File: src/rtl/mem_arb_pkg.sv
`default_nettype none
// ============================================================================
//  Module      : mem_arb_pkg
//  Description : Shared types and constants for the memory-port arbiter.
//                Holds the arbiter FSM encoding and the default error word
//                returned when the device never answers.
//  Revision    : 1.0 - initial release
// ============================================================================
package mem_arb_pkg;

  // Arbiter FSM states: pick a requester, present it to the device, await reply.
  typedef enum logic [1:0] {
    IDLE  = 2'd0,
    ISSUE = 2'd1,
    WAIT  = 2'd2
  } arb_state_e;

  // Data word handed back to a requester whose access timed out.
  localparam logic [31:0] DEFAULT_ERR_DATA = 32'hDEAD_BEEF;

  // Width of a requester index; never narrower than one bit.
  function automatic int idx_width(input int num_req);
    return (num_req > 1) ? $clog2(num_req) : 1;
  endfunction

endpackage : mem_arb_pkg
`default_nettype wire

File: src/rtl/mem_port_arbiter_rr_picker.sv
`default_nettype none
// ============================================================================
//  Module      : rr_picker
//  Description : Combinational round-robin selector. Returns the first set
//                request bit found searching upward from ptr, wrapping at
//                NUM_REQ, plus a flag saying whether any request is set.
//  Revision    : 1.0 - initial release
// ============================================================================
module rr_picker
  import mem_arb_pkg::*;
#(
  parameter int NUM_REQ = 2,
  parameter int IDX_W   = idx_width(NUM_REQ)
) (
  input  logic [NUM_REQ-1:0] req,
  input  logic [IDX_W-1:0]   ptr,
  output logic               any_req,
  output logic [IDX_W-1:0]   pick_idx
);

  // Walk offsets from the farthest to the nearest so the candidate closest
  // to ptr is the one left standing at the end of the loop.
  always_comb begin
    any_req  = 1'b0;
    pick_idx = '0;
    for (int off = NUM_REQ - 1; off >= 0; off--) begin
      int j;
      j = int'(ptr) + off;
      if (j >= NUM_REQ) begin
        j = j - NUM_REQ;
      end
      if (req[j]) begin
        any_req  = 1'b1;
        pick_idx = j[IDX_W-1:0];
      end
    end
  end

endmodule : rr_picker
`default_nettype wire

File: src/rtl/mem_port_arbiter.sv
`default_nettype none
// ============================================================================
//  Module      : mem_port_arbiter
//  Description : Round-robin arbiter sharing one MemPort-style slave among
//                NUM_REQ masters. One transaction in flight at a time; the
//                grant is held from issue until the device responds or a
//                response timeout forces an error reply.
//  Revision    : 1.0 - initial release
// ============================================================================
module mem_port_arbiter
  import mem_arb_pkg::*;
#(
  parameter int                   NUM_REQ  = 2,
  parameter int                   ADDR_W   = 32,
  parameter int                   DATA_W   = 32,
  parameter int                   TIMEOUT  = 255,
  parameter logic [DATA_W-1:0]    ERR_DATA = DATA_W'(DEFAULT_ERR_DATA)
) (
  input  logic                        clk,
  input  logic                        rst,
  input  logic [NUM_REQ-1:0]          req_valid,
  input  logic [NUM_REQ-1:0]          req_write_en,
  input  logic [NUM_REQ*ADDR_W-1:0]   req_addr,
  input  logic [NUM_REQ*DATA_W-1:0]   req_wdata,
  output logic [NUM_REQ-1:0]          req_ready,
  output logic [NUM_REQ-1:0]          req_rvalid,
  output logic [DATA_W-1:0]           req_rdata,
  output logic                        dev_valid,
  output logic                        dev_write_en,
  output logic [ADDR_W-1:0]           dev_addr,
  output logic [DATA_W-1:0]           dev_wdata,
  input  logic                        dev_ready,
  input  logic                        dev_rvalid,
  input  logic [DATA_W-1:0]           dev_rdata,
  output logic [idx_width(NUM_REQ)-1:0] grant_idx,
  output logic                        timeout_err
);

  localparam int                 IDX_W       = idx_width(NUM_REQ);
  localparam int                 CNT_W       = 16;
  localparam logic [CNT_W-1:0]   TIMEOUT_CNT = CNT_W'(TIMEOUT);
  localparam logic [IDX_W-1:0]   LAST_IDX    = IDX_W'(NUM_REQ - 1);
  localparam logic [NUM_REQ-1:0] ONE_HOT0    = NUM_REQ'(1);

  arb_state_e         state_q,     state_d;
  logic [IDX_W-1:0]   rr_ptr_q,    rr_ptr_d;
  logic [IDX_W-1:0]   grant_idx_q, grant_idx_d;
  logic [CNT_W-1:0]   cnt_q,       cnt_d;

  logic [ADDR_W-1:0]  w_addr_arr  [NUM_REQ];
  logic [DATA_W-1:0]  w_wdata_arr [NUM_REQ];

  logic               w_any_req;
  logic [IDX_W-1:0]   w_pick_idx;
  logic               w_in_issue;
  logic               w_in_wait;
  logic               w_gnt_valid;
  logic               w_accept;
  logic               w_resp_dev;
  logic               w_resp_tmo;
  logic [NUM_REQ-1:0] w_gnt_onehot;

  // Split the packed request buses into per-requester words for muxing.
  generate
    for (genvar i = 0; i < NUM_REQ; i++) begin : g_unpack
      assign w_addr_arr[i]  = req_addr[i*ADDR_W +: ADDR_W];
      assign w_wdata_arr[i] = req_wdata[i*DATA_W +: DATA_W];
    end
  endgenerate

  rr_picker #(
    .NUM_REQ (NUM_REQ),
    .IDX_W   (IDX_W)
  ) u_picker (
    .req      (req_valid),
    .ptr      (rr_ptr_q),
    .any_req  (w_any_req),
    .pick_idx (w_pick_idx)
  );

  // Per-cycle qualifiers derived from the current state and granted port.
  always_comb begin
    w_in_issue   = (state_q == ISSUE);
    w_in_wait    = (state_q == WAIT);
    w_gnt_valid  = req_valid[grant_idx_q];
    w_accept     = w_in_issue & w_gnt_valid & dev_ready;
    w_resp_dev   = w_in_wait & dev_rvalid;
    // A real response arriving on the timeout cycle takes precedence.
    w_resp_tmo   = w_in_wait & ~dev_rvalid & (cnt_q == TIMEOUT_CNT);
    w_gnt_onehot = ONE_HOT0 << grant_idx_q;
  end

  // Next-state, round-robin pointer, grant and timeout counter.
  always_comb begin
    state_d     = state_q;
    rr_ptr_d    = rr_ptr_q;
    grant_idx_d = grant_idx_q;
    cnt_d       = cnt_q;
    case (state_q)
      IDLE: begin
        if (w_any_req) begin
          grant_idx_d = w_pick_idx;
          state_d     = ISSUE;
        end
      end
      ISSUE: begin
        if (w_accept) begin
          state_d = WAIT;
          cnt_d   = '0;
        end else if (!w_gnt_valid) begin
          // Requester withdrew before acceptance: re-arbitrate without
          // moving the pointer so it keeps its priority.
          state_d = IDLE;
        end
      end
      WAIT: begin
        cnt_d = cnt_q + 1'b1;
        if (w_resp_dev || w_resp_tmo) begin
          rr_ptr_d = (grant_idx_q == LAST_IDX) ? '0 : grant_idx_q + 1'b1;
          state_d  = IDLE;
        end
      end
      default: begin
        state_d = IDLE;
      end
    endcase
  end

  // State registers with asynchronous active-low reset.
  always_ff @(posedge clk or negedge rst) begin
    if (!rst) begin
      state_q     <= IDLE;
      rr_ptr_q    <= '0;
      grant_idx_q <= '0;
      cnt_q       <= '0;
    end else begin
      state_q     <= state_d;
      rr_ptr_q    <= rr_ptr_d;
      grant_idx_q <= grant_idx_d;
      cnt_q       <= cnt_d;
    end
  end

  // Device-side request mirrors the granted requester only while issuing.
  always_comb begin
    dev_valid    = w_in_issue & w_gnt_valid;
    dev_write_en = w_in_issue & req_write_en[grant_idx_q];
    dev_addr     = w_in_issue ? w_addr_arr[grant_idx_q]  : '0;
    dev_wdata    = w_in_issue ? w_wdata_arr[grant_idx_q] : '0;
  end

  // Requester-side strobes and response data routing.
  always_comb begin
    req_ready   = w_accept ? w_gnt_onehot : '0;
    req_rvalid  = (w_resp_dev | w_resp_tmo) ? w_gnt_onehot : '0;
    req_rdata   = w_resp_dev ? dev_rdata : (w_resp_tmo ? ERR_DATA : '0);
    timeout_err = w_resp_tmo;
    grant_idx   = grant_idx_q;
  end

endmodule : mem_port_arbiter
`default_nettype wire

File: config.mk
export PLATFORM = sky130hd
export DESIGN_NAME = mem_port_arbiter
export DESIGN_NICKNAME = d
export VERILOG_FILES = /design/src/rtl/mem_arb_pkg.sv /design/src/rtl/mem_port_arbiter_rr_picker.sv /design/src/rtl/mem_port_arbiter.sv
export SDC_FILE = /design/constraint.sdc
export NUM_CORES = 1
export LEC_CHECK = 0
export CORE_AREA = 2 2 106 108
export CTS_CLUSTER_DIAMETER = 200
export DETAILED_ROUTE_END_ITERATION = 8
export DIE_AREA = 0 0 108 110
export GPL_TIMING_DRIVEN = 0
export HOLD_SLACK_MARGIN = 0.02
export PLACE_DENSITY = 0.66
export SLEW_MARGIN = 30
export SYNTH_ARGS = -nofsm -noshare
export SYNTH_HDL_FRONTEND = slang
export SYNTH_SLANG_ARGS = --single-unit
File: constraint.sdc
create_clock -name clk -period 3.38 [get_ports clk]
set_clock_uncertainty 0.15 [all_clocks]
set_input_delay 0.676 -clock clk [delete_from_list [all_inputs] [get_ports clk]]
set_output_delay 0.676 -clock clk [all_outputs]
set_load 0.05 [all_outputs]
==> results.md, run 1 <==
Place:
- The final weighted congestion in routability-driven placement is about 0.86.
- Prior to clock tree synthesis, the placed netlist has a worst setup slack of -0.470 ns.
- The post-detailed-placement half-perimeter wirelength is just over 10,000 um.
- During placement, the flow inserted port buffers numbering roughly 270.

Timing:
- The setup total negative slack is 0 ns.
- The worst setup margin is ~0.14 ns.
- The transition time of the tightest slew-check pin is slightly below 0.6 ns.
- Dividing the final minimum period by the clock period gives 0.957.
- For the finished layout, the period the worst path requires is between 3 and 4 ns.
- Setup repair after global routing left no endpoint under its margin.
- The number of pins with negative max-slew slack in the final report is 0.
- The final-report hold violation count was 0.
- The final setup violation count is 0.
- The worst slew margin relative to its limit is 0.613.
- The fmax is slightly above 0.3 GHz.

Clock network:
- The post-cts hold buffer count is 0.
- The clock sink count is 20.
- The cell at the root of the clock tree is clkbuf_8.
- The later-pin clock latency in the skew report is between 0.2 and 0.3 ns.
- No sink is reached through more buffers than the 2 on the longest clock path.
- The buffer count from post-CTS setup fixing is 0.
- Clock-pin slew was measured on the worst setup and hold paths at around 0.080 ns.
- The number of H-tree branching levels is 1.
- TritonCTS built the clock tree.
- The CTS buffer count is 3.

Critical path:
- The worst register-to-register path ends at rr_ptr_q.
- The master of the slowest instance on the critical path is clkdlybuf4s50_1.
- The reg-to-reg critical path startpoint is cnt_q[8].
- At the worst endpoint, the arrival time is 2.41 ns.
- The critical path goes through nand2b_1 > clkbuf_2 > buf_1 > nor2_1 > clkdlybuf4s50_1.
- In this run the register-to-register setup slack is approximately 1.3 ns.
- The highest net fanout along the worst path is 10.
- The number of cells on the worst reg-to-reg path is 6.
- Among cell families on the critical path, the largest total delay comes from buffers and inverters.
- The worst setup path is launched from a register.
- The largest single stage delay on the critical path is between 0.8 and 0.9 ns.
- STA classifies the critical path endpoint as an output port.
- The combined buffer and inverter count along the critical path is 3.
- The worst path required time is between 2 and 3 ns.
- The worst setup path is of the reg2out kind.

GRT:
- For this run the aggregate overflow at the end of global routing stands at 0.
- Entering global routing, the biggest net connects 21 pins.
- For this run, the total global-route usage over all layers was measured as 0.179.
- The first global-routing pass estimated between 15,000 and 20,000 um of wire.
- The number of antenna violations at the first check in global routing is 0.
- The via count of the first global-routing pass is between 3,000 and 4,000.

Die:
- The placeable core area is 10,700 sq um.
- The die span in x is 108 um.
- The total number of placement rows is 38.
- roughly 270 I/O pins were placed.
- The initial utilization of the core area, before any placement, comes to 0.219.
- From bottom edge to top edge, the die measures ~110 um.
- The die covers between 10,000 and 15,000 sq um.

Synth:
- The share of synthesized area in the top cell type comes to 0.308.
- The sequential share of the synthesized area is 0.214.
- The count of flip-flops with a built-in enable after synthesis is 0.
- The number of storage elements in the synthesis netlist is 20.
- Counting every instance in the synthesized netlist gives around 330.
- After synthesis the cells add up to between 2000 and 2500 sq um.
- Each instance of the synthesized netlist takes up on average 7.04 sq um.
- Counting every net in the synthesized netlist gives approximately 500.
- During synthesis, Yosys emitted a total of 0 warnings.
- Ranked by total cell area, the synthesized netlist is headed by mux2i_1 (31%), dfrtp_1 (21%), nor2_1 (13%), nand2_1 (10%), and3_1 (2.7%).
- The async set or reset register ratio after synthesis is 1.00.
- The largest total area in the synthesized netlist belongs to mux2i_1.
- Yosys mapped the design onto 35 distinct sky130hd cell types.
- In the synthesized netlist the dominant register cell turns out to be dfrtp_1.

Power:
- Power spread over the standard cell area amounts to roughly 760 nW/um^2.
- VDD sags by at most 0.000417 V.
- The leakage component of the power is ~2.7 nW.

Run:
- The count of max-cap constraint violations is 0.

Detailed routing:
- Wires add up to around 12,000 um.
- Once detail routing completed, the nets flagged for antenna violations numbered 0.
- The first routing iteration left between 150 and 200 violations.
- Detailed routing inserted a total of between 3,000 and 4,000 vias.
- The detail-routed via count per cell is 4.53.
- The average routed wire per standard cell is ~16 um.
- The first-pass iteration count of the detailed router is 4.
- In the routed design, unresolved DRC markers number 0.

Final layout:
- In the final layout, the share of cells above drive strength 1 is 0.0855.
- The final layout net count is 778.
- The library cells used most frequently in the layout, excluding fill and tap cells, are clkdlybuf4s50_1 (223), nor2_1 (79), mux2i_1 (72).
- The antenna diode count is 0.
- Compared with the post-synthesis result, the final layout area differs by 123%.
- The most common cell after layout, fill and taps aside is clkdlybuf4s50_1.

Hold path:
- The worst hold path belongs to the class in2async.

Outcome:
- The run finished with clean final reports.
## state kept, by name, indices dropped and copies added, names as in the netlist
signal	flops
state_q	2
cnt_q	16
grant_idx	1
rr_ptr_q	1
## synthesized netlist by cell type (all sizes together) (3+ instances only)
master	instances
nor2	79
mux2i	72
nand2	63
dfrtp	20
clkbuf	15
buf	12
and3	10
nand3	10
nand4	6
nor4	6
a21oi	4
nor3	4
o21ai	4
a31oi	3
xor2	3
## report_power, final
group | total (W) | internal, W | switching [W]
Sequential | 0.000362 | 0.000298 | 0.0000640
Clock | 0.000186 | 0.000104 | 0.0000824
Combinational | 0.00344 | 0.00121 | 0.00223
Total | 0.00399 | 0.00161 | 0.00238
## what timing repair did
item                                    CTS  global route
pin swaps                                 0             0
endpoints found under the setup margin   80            44
resized for setup                       122            52
## logic make-up (layout without fill, tap and decap cells)
group	after synthesis	after routing	synth area share
AND/OR/NAND/NOR	189	189	0.352
flip-flops	20	20	0.214
adder cells (fa/ha/maj)	1	1	0.00534
XOR/XNOR	4	4	0.0150
AO/OA/AOI/OAI	17	17	0.0459
multiplexers	73	73	0.312
buffers and inverters	29	304	0.0561
## worst max path at each step
stage          depth (start not counted)    startpoint             to
2_1_floorplan                          3     grant_idx  req_rvalid[1]
3_3_place_gp                           8    dev_rvalid  req_rdata[26]
3_5_place_dp                           8    dev_rvalid  req_rdata[26]
4_1_cts                                5  req_valid[1]   req_ready[0]
5_1_grt                                8    dev_rvalid   req_rdata[5]
6_report                               5    state_q[1]  dev_wdata[13]
## area by class of cell
class / count / area [sq um]
Fill cell: 1090 / 5470
Timing Repair Buffer: 271 / 2640
Multi-Input combinational cell: 284 / 1720
Sequential cell: 20 / 500
Tap cell: 140 / 175
Buffer: 27 / 134
Clock buffer: 4 / 55.1
Inverter: 2 / 7.51
## stage by stage
step                      area [sq um]  cells  hold slack, ns   util  power [W]
after floorplan                   2350    333           0.230      -    0.00266
after global placement            5240    744           0.345  0.490    0.00382
after detailed placement          5240    744           0.343  0.490    0.00384
after CTS                         5190    748           0.354  0.485    0.00401
after global routing              5230    748           0.236  0.489    0.00419
final                             5230    748           0.210  0.489    0.00399
## metal layers
metal,part of all wire,track usage,vias up
met1,0.39,0.218,1533
li1,-,-,1683
met5,0,0,-
met4,0.014,0.0284,0
met3,0.087,0.0412,10
met2,0.51,0.327,164
(Power assumes the default switching activity.)
==> run 2: changes to the inputs <==
--- a/config.mk
+++ b/config.mk
@@ -11,7 +11,7 @@
 export DIE_AREA = 0 0 108 110
 export GPL_TIMING_DRIVEN = 0
 export HOLD_SLACK_MARGIN = 0.02
-export PLACE_DENSITY = 0.66
+export PLACE_DENSITY = 0.68
 export SLEW_MARGIN = 30
 export SYNTH_ARGS = -nofsm -noshare
 export SYNTH_HDL_FRONTEND = slang
==> constraint.sdc (replaced) <==
create_clock -name clk -period 2.7 [get_ports clk]
set_clock_uncertainty 0.15 [all_clocks]
set_input_delay 0.54 -clock clk [delete_from_list [all_inputs] [get_ports clk]]
set_output_delay 0.54 -clock clk [all_outputs]
set_load 0.05 [all_outputs]
==> results.md, run 2 (synthesis results as in run 1) <==
Place:
- In this run the tool buffered the top-level ports with 271 buffer cells.
- The minimum setup slack after placement is -0.900 ns.
- Routability-driven placement finished with a final weighted congestion of ~0.86.
- The instance count after placement with tap cells included is roughly 740.
- The placed standard-cell area is ~5300 sq um.
- The post-detailed-placement half-perimeter wirelength is 10,300 um.

Die:
- The die span in y is between 100 and 150 um.
- The floorplan step defined a die boundary enclosing 11,900 sq um.
- Row generation in the floorplan step produced 38 rows.
- The placeable core area is between 10,000 and 15,000 sq um.
- The initial core utilization is 0.219.
- roughly 270 I/O pins were placed.
- The floorplan step set the die width to between 100 and 150 um.

Final layout:
- Of the cells placed in the final design, the portion with a size suffix greater than 1 is 0.304.
- The largest registers in the layout are cnt_q: 16 flops, state_q: 2 flops.
- The non-filler instance count after layout is between 700 and 800.
- The final standard cell area without fillers is a little under 6000 sq um.
- The number of antenna diodes in the final layout is 0.
- The number of flip-flops in the largest register is 16.
- Compared with the post-synthesis result, the final layout area differs by 146%.
- Measured on the finished design, the core utilization comes to 0.540.
- More flip-flops sit in one register than any other, and that register is cnt_q.
- Leaving out fill and tap cells, the most frequent cell in the layout is clkdlybuf4s50_1.
- The final layout net count is about 800.
- The library cells used most frequently in the layout, excluding fill and tap cells, are clkdlybuf4s50_1 (165), nor2_1 (74), mux2i_1 (72).
- Counting the fill cells in the layout gives about 980.

Clock network:
- The clock reaches the later pin of the worst-skew pair after 0.26 ns.
- The CTS buffer count is 3.
- The post-cts hold buffer count is 0.
- CTS built an H-tree with a depth of 1.
- Clock tree synthesis found a total of 20 sinks.
- After clock tree synthesis, the clock-pin slew on the worst setup and hold paths is around 0.08 ns.
- TritonCTS built the clock tree.
- The number of buffers between clock root and the deepest sink is 2.
- The cell at the root of the clock tree is clkbuf_8.

Critical path:
- By instance count, the cell type seen most on the critical path is buf_4.
- The class of the most critical setup path is reg2reg.
- The worst setup path is captured at a register.
- The reg-to-reg critical path startpoint is cnt_q[9].
- Measured in cells, the most critical reg-to-reg path has a length of 15.
- The worst path required time is approximately 2.8 ns.
- The end of the worst register-to-register path is rr_ptr_q.
- Walking the worst path, the cells encountered are nor4_4 > nand3_2 > buf_4 > buf_4 > buf_4 > buf_4 > buf_4 > buf_4 > buf_4 > buf_4 > buf_4 > buf_4 > buf_4 > nor4_2 > a311o_1.
- The data arrival time at the worst-slack endpoint is 2.84 ns.
- The largest individual stage delay along the critical path comes from the cell dfrtp_2.
- The highest net fanout along the worst path is 5.
- The setup check on the worst reg-to-reg path leaves a slack of -0.08 ns.
- The largest single stage delay on the critical path is roughly 0.46 ns.
- STA classifies the critical path startpoint as a register.

Detailed routing:
- The DRC violation total after the first TritonRoute iteration is about 250.
- The first detailed-routing pass ran for 4 iterations.
- The detail-routed via count per cell is ~4.7.
- Once detail routing completed, the nets flagged for antenna violations numbered 0.
- The final wirelength is around 14,000 um.
- The average routed wire per standard cell is around 17 um.
- The total via count after detailed routing is around 3,600.
- After detailed routing, the number of remaining DRC violations is 0.

Hold path:
- The path type of the worst min-delay path is in2async.

Timing:
- The worst slew margin relative to its limit is 0.637.
- At the pin with the least slew margin, the transition time is around 0.54 ns.
- The shortest clock period the worst path allows after layout is between 2 and 3 ns.
- The setup total negative slack is -0.222 ns.
- The fmax is approximately 0.36 GHz.
- The final-report hold violation count is 0.
- The share of the cycle needed by the critical path after routing is 1.03.
- Setup repair after global routing could not meet its margin everywhere.
- Setup violations remaining at the end of the flow were counted as 12.
- The worst setup margin is -0.0807 ns.
- The number of pins with negative max-slew slack in the final report is 0.

Outcome:
- The final reports fail on negative setup slack.
- The run finished, with violations left.

Power:
- Summed over all cells, the static leakage comes to roughly 2.8 nW.
- The peak supply drop is 0.000535 V.
- The power per cell area is ~890 nW/um^2.

GRT:
- The final global-route overflow total is 0.
- The largest net degree at the start of global routing is 21.
- The number of antenna violations at the first check in global routing is 2.
- In the global route stage, overall resource usage came out at 0.192.
- The first global-routing pass estimated around 18,000 um of wire.
- The via count of the first global-routing pass came to around 3,500.

Run:
- The count of max-cap constraint violations is 0.
run 2: cell types whose count changed in the layout (fill, tap and decap cells not counted), sizes merged, moves of 2 or more:
cell	change
buf	+61
clkdlybuf4s50	-58
clkdlybuf4s15	+30
dlymetal6s2s	-15
clkdlybuf4s18	+5
dlygate4sd2	+2
run 2: area by class of cell:
class	count	area (sq um)	share of cell area
buffer	25	189	0.0327
inverter	2	7.51	0.00130
multi-input combinational	284	1940	0.335
tap	140	175	0.0303
sequential	20	504	0.0873
clock buffer	3	41.3	0.00715
timing repair buffer	300	2890	0.501
clock inverter	1	30.0	0.00520
run 2: worst max path at each step:
stage	from	end	slack, ns	depth (start not counted)
floorplan	grant_idx	req_rvalid[1]	-0.14	3
global placement	dev_rvalid	req_rdata[7]	-0.90	8
detailed placement	dev_rvalid	req_rdata[7]	-0.90	8
CTS	state_q[1]	dev_valid	-0.04	5
global route	cnt_q[9]	rr_ptr_q	-0.17	15
finish	cnt_q[9]	rr_ptr_q	-0.08	15
run 2: metal layers:
layer  wire length, um  track usage  up-vias
li1                  -            -     1738
met1              4520        0.203     1640
met2              7180        0.368      218
met3              1450       0.0553       32
met4               348       0.0559        4
met5                27            0        -
run 2: critical path: cells and delay by family (launching register included):
family | cells | cell delay [ns]
and+or+nand+nor | 3 | 0.57
DFF | 1 | 0.46
AOI/OAI and AO/OA | 1 | 0.14
buffers and inverters | 11 | 1.39
run 2: report_power, final:
part           switching [W]  leakage [nW]  internal [W]  total [W]
clock               0.000113        0.0357      0.000198   0.000311
combinational        0.00291          2.46       0.00146    0.00437
sequential         0.0000813         0.264      0.000373   0.000455
run 2: repair_timing:
item / in CTS / in global routing
gates resized for setup: 406 / 156
setup endpoints to repair: 103 / 68
setup buffers: 16 / 10
gates cloned: 1 / 2
pin swaps: 3 / 4
run 2: per-stage QoR:
| step | power [W] | hold slack [ns] |
|---|---|---|
| floorplan | 0.00335 | 0.0944 |
| global placement | 0.00482 | 0.345 |
| detailed placement | 0.00485 | 0.351 |
| CTS | 0.00518 | 0.361 |
| global route | 0.00540 | 0.107 |
| finish | 0.00513 | 0.0724 |
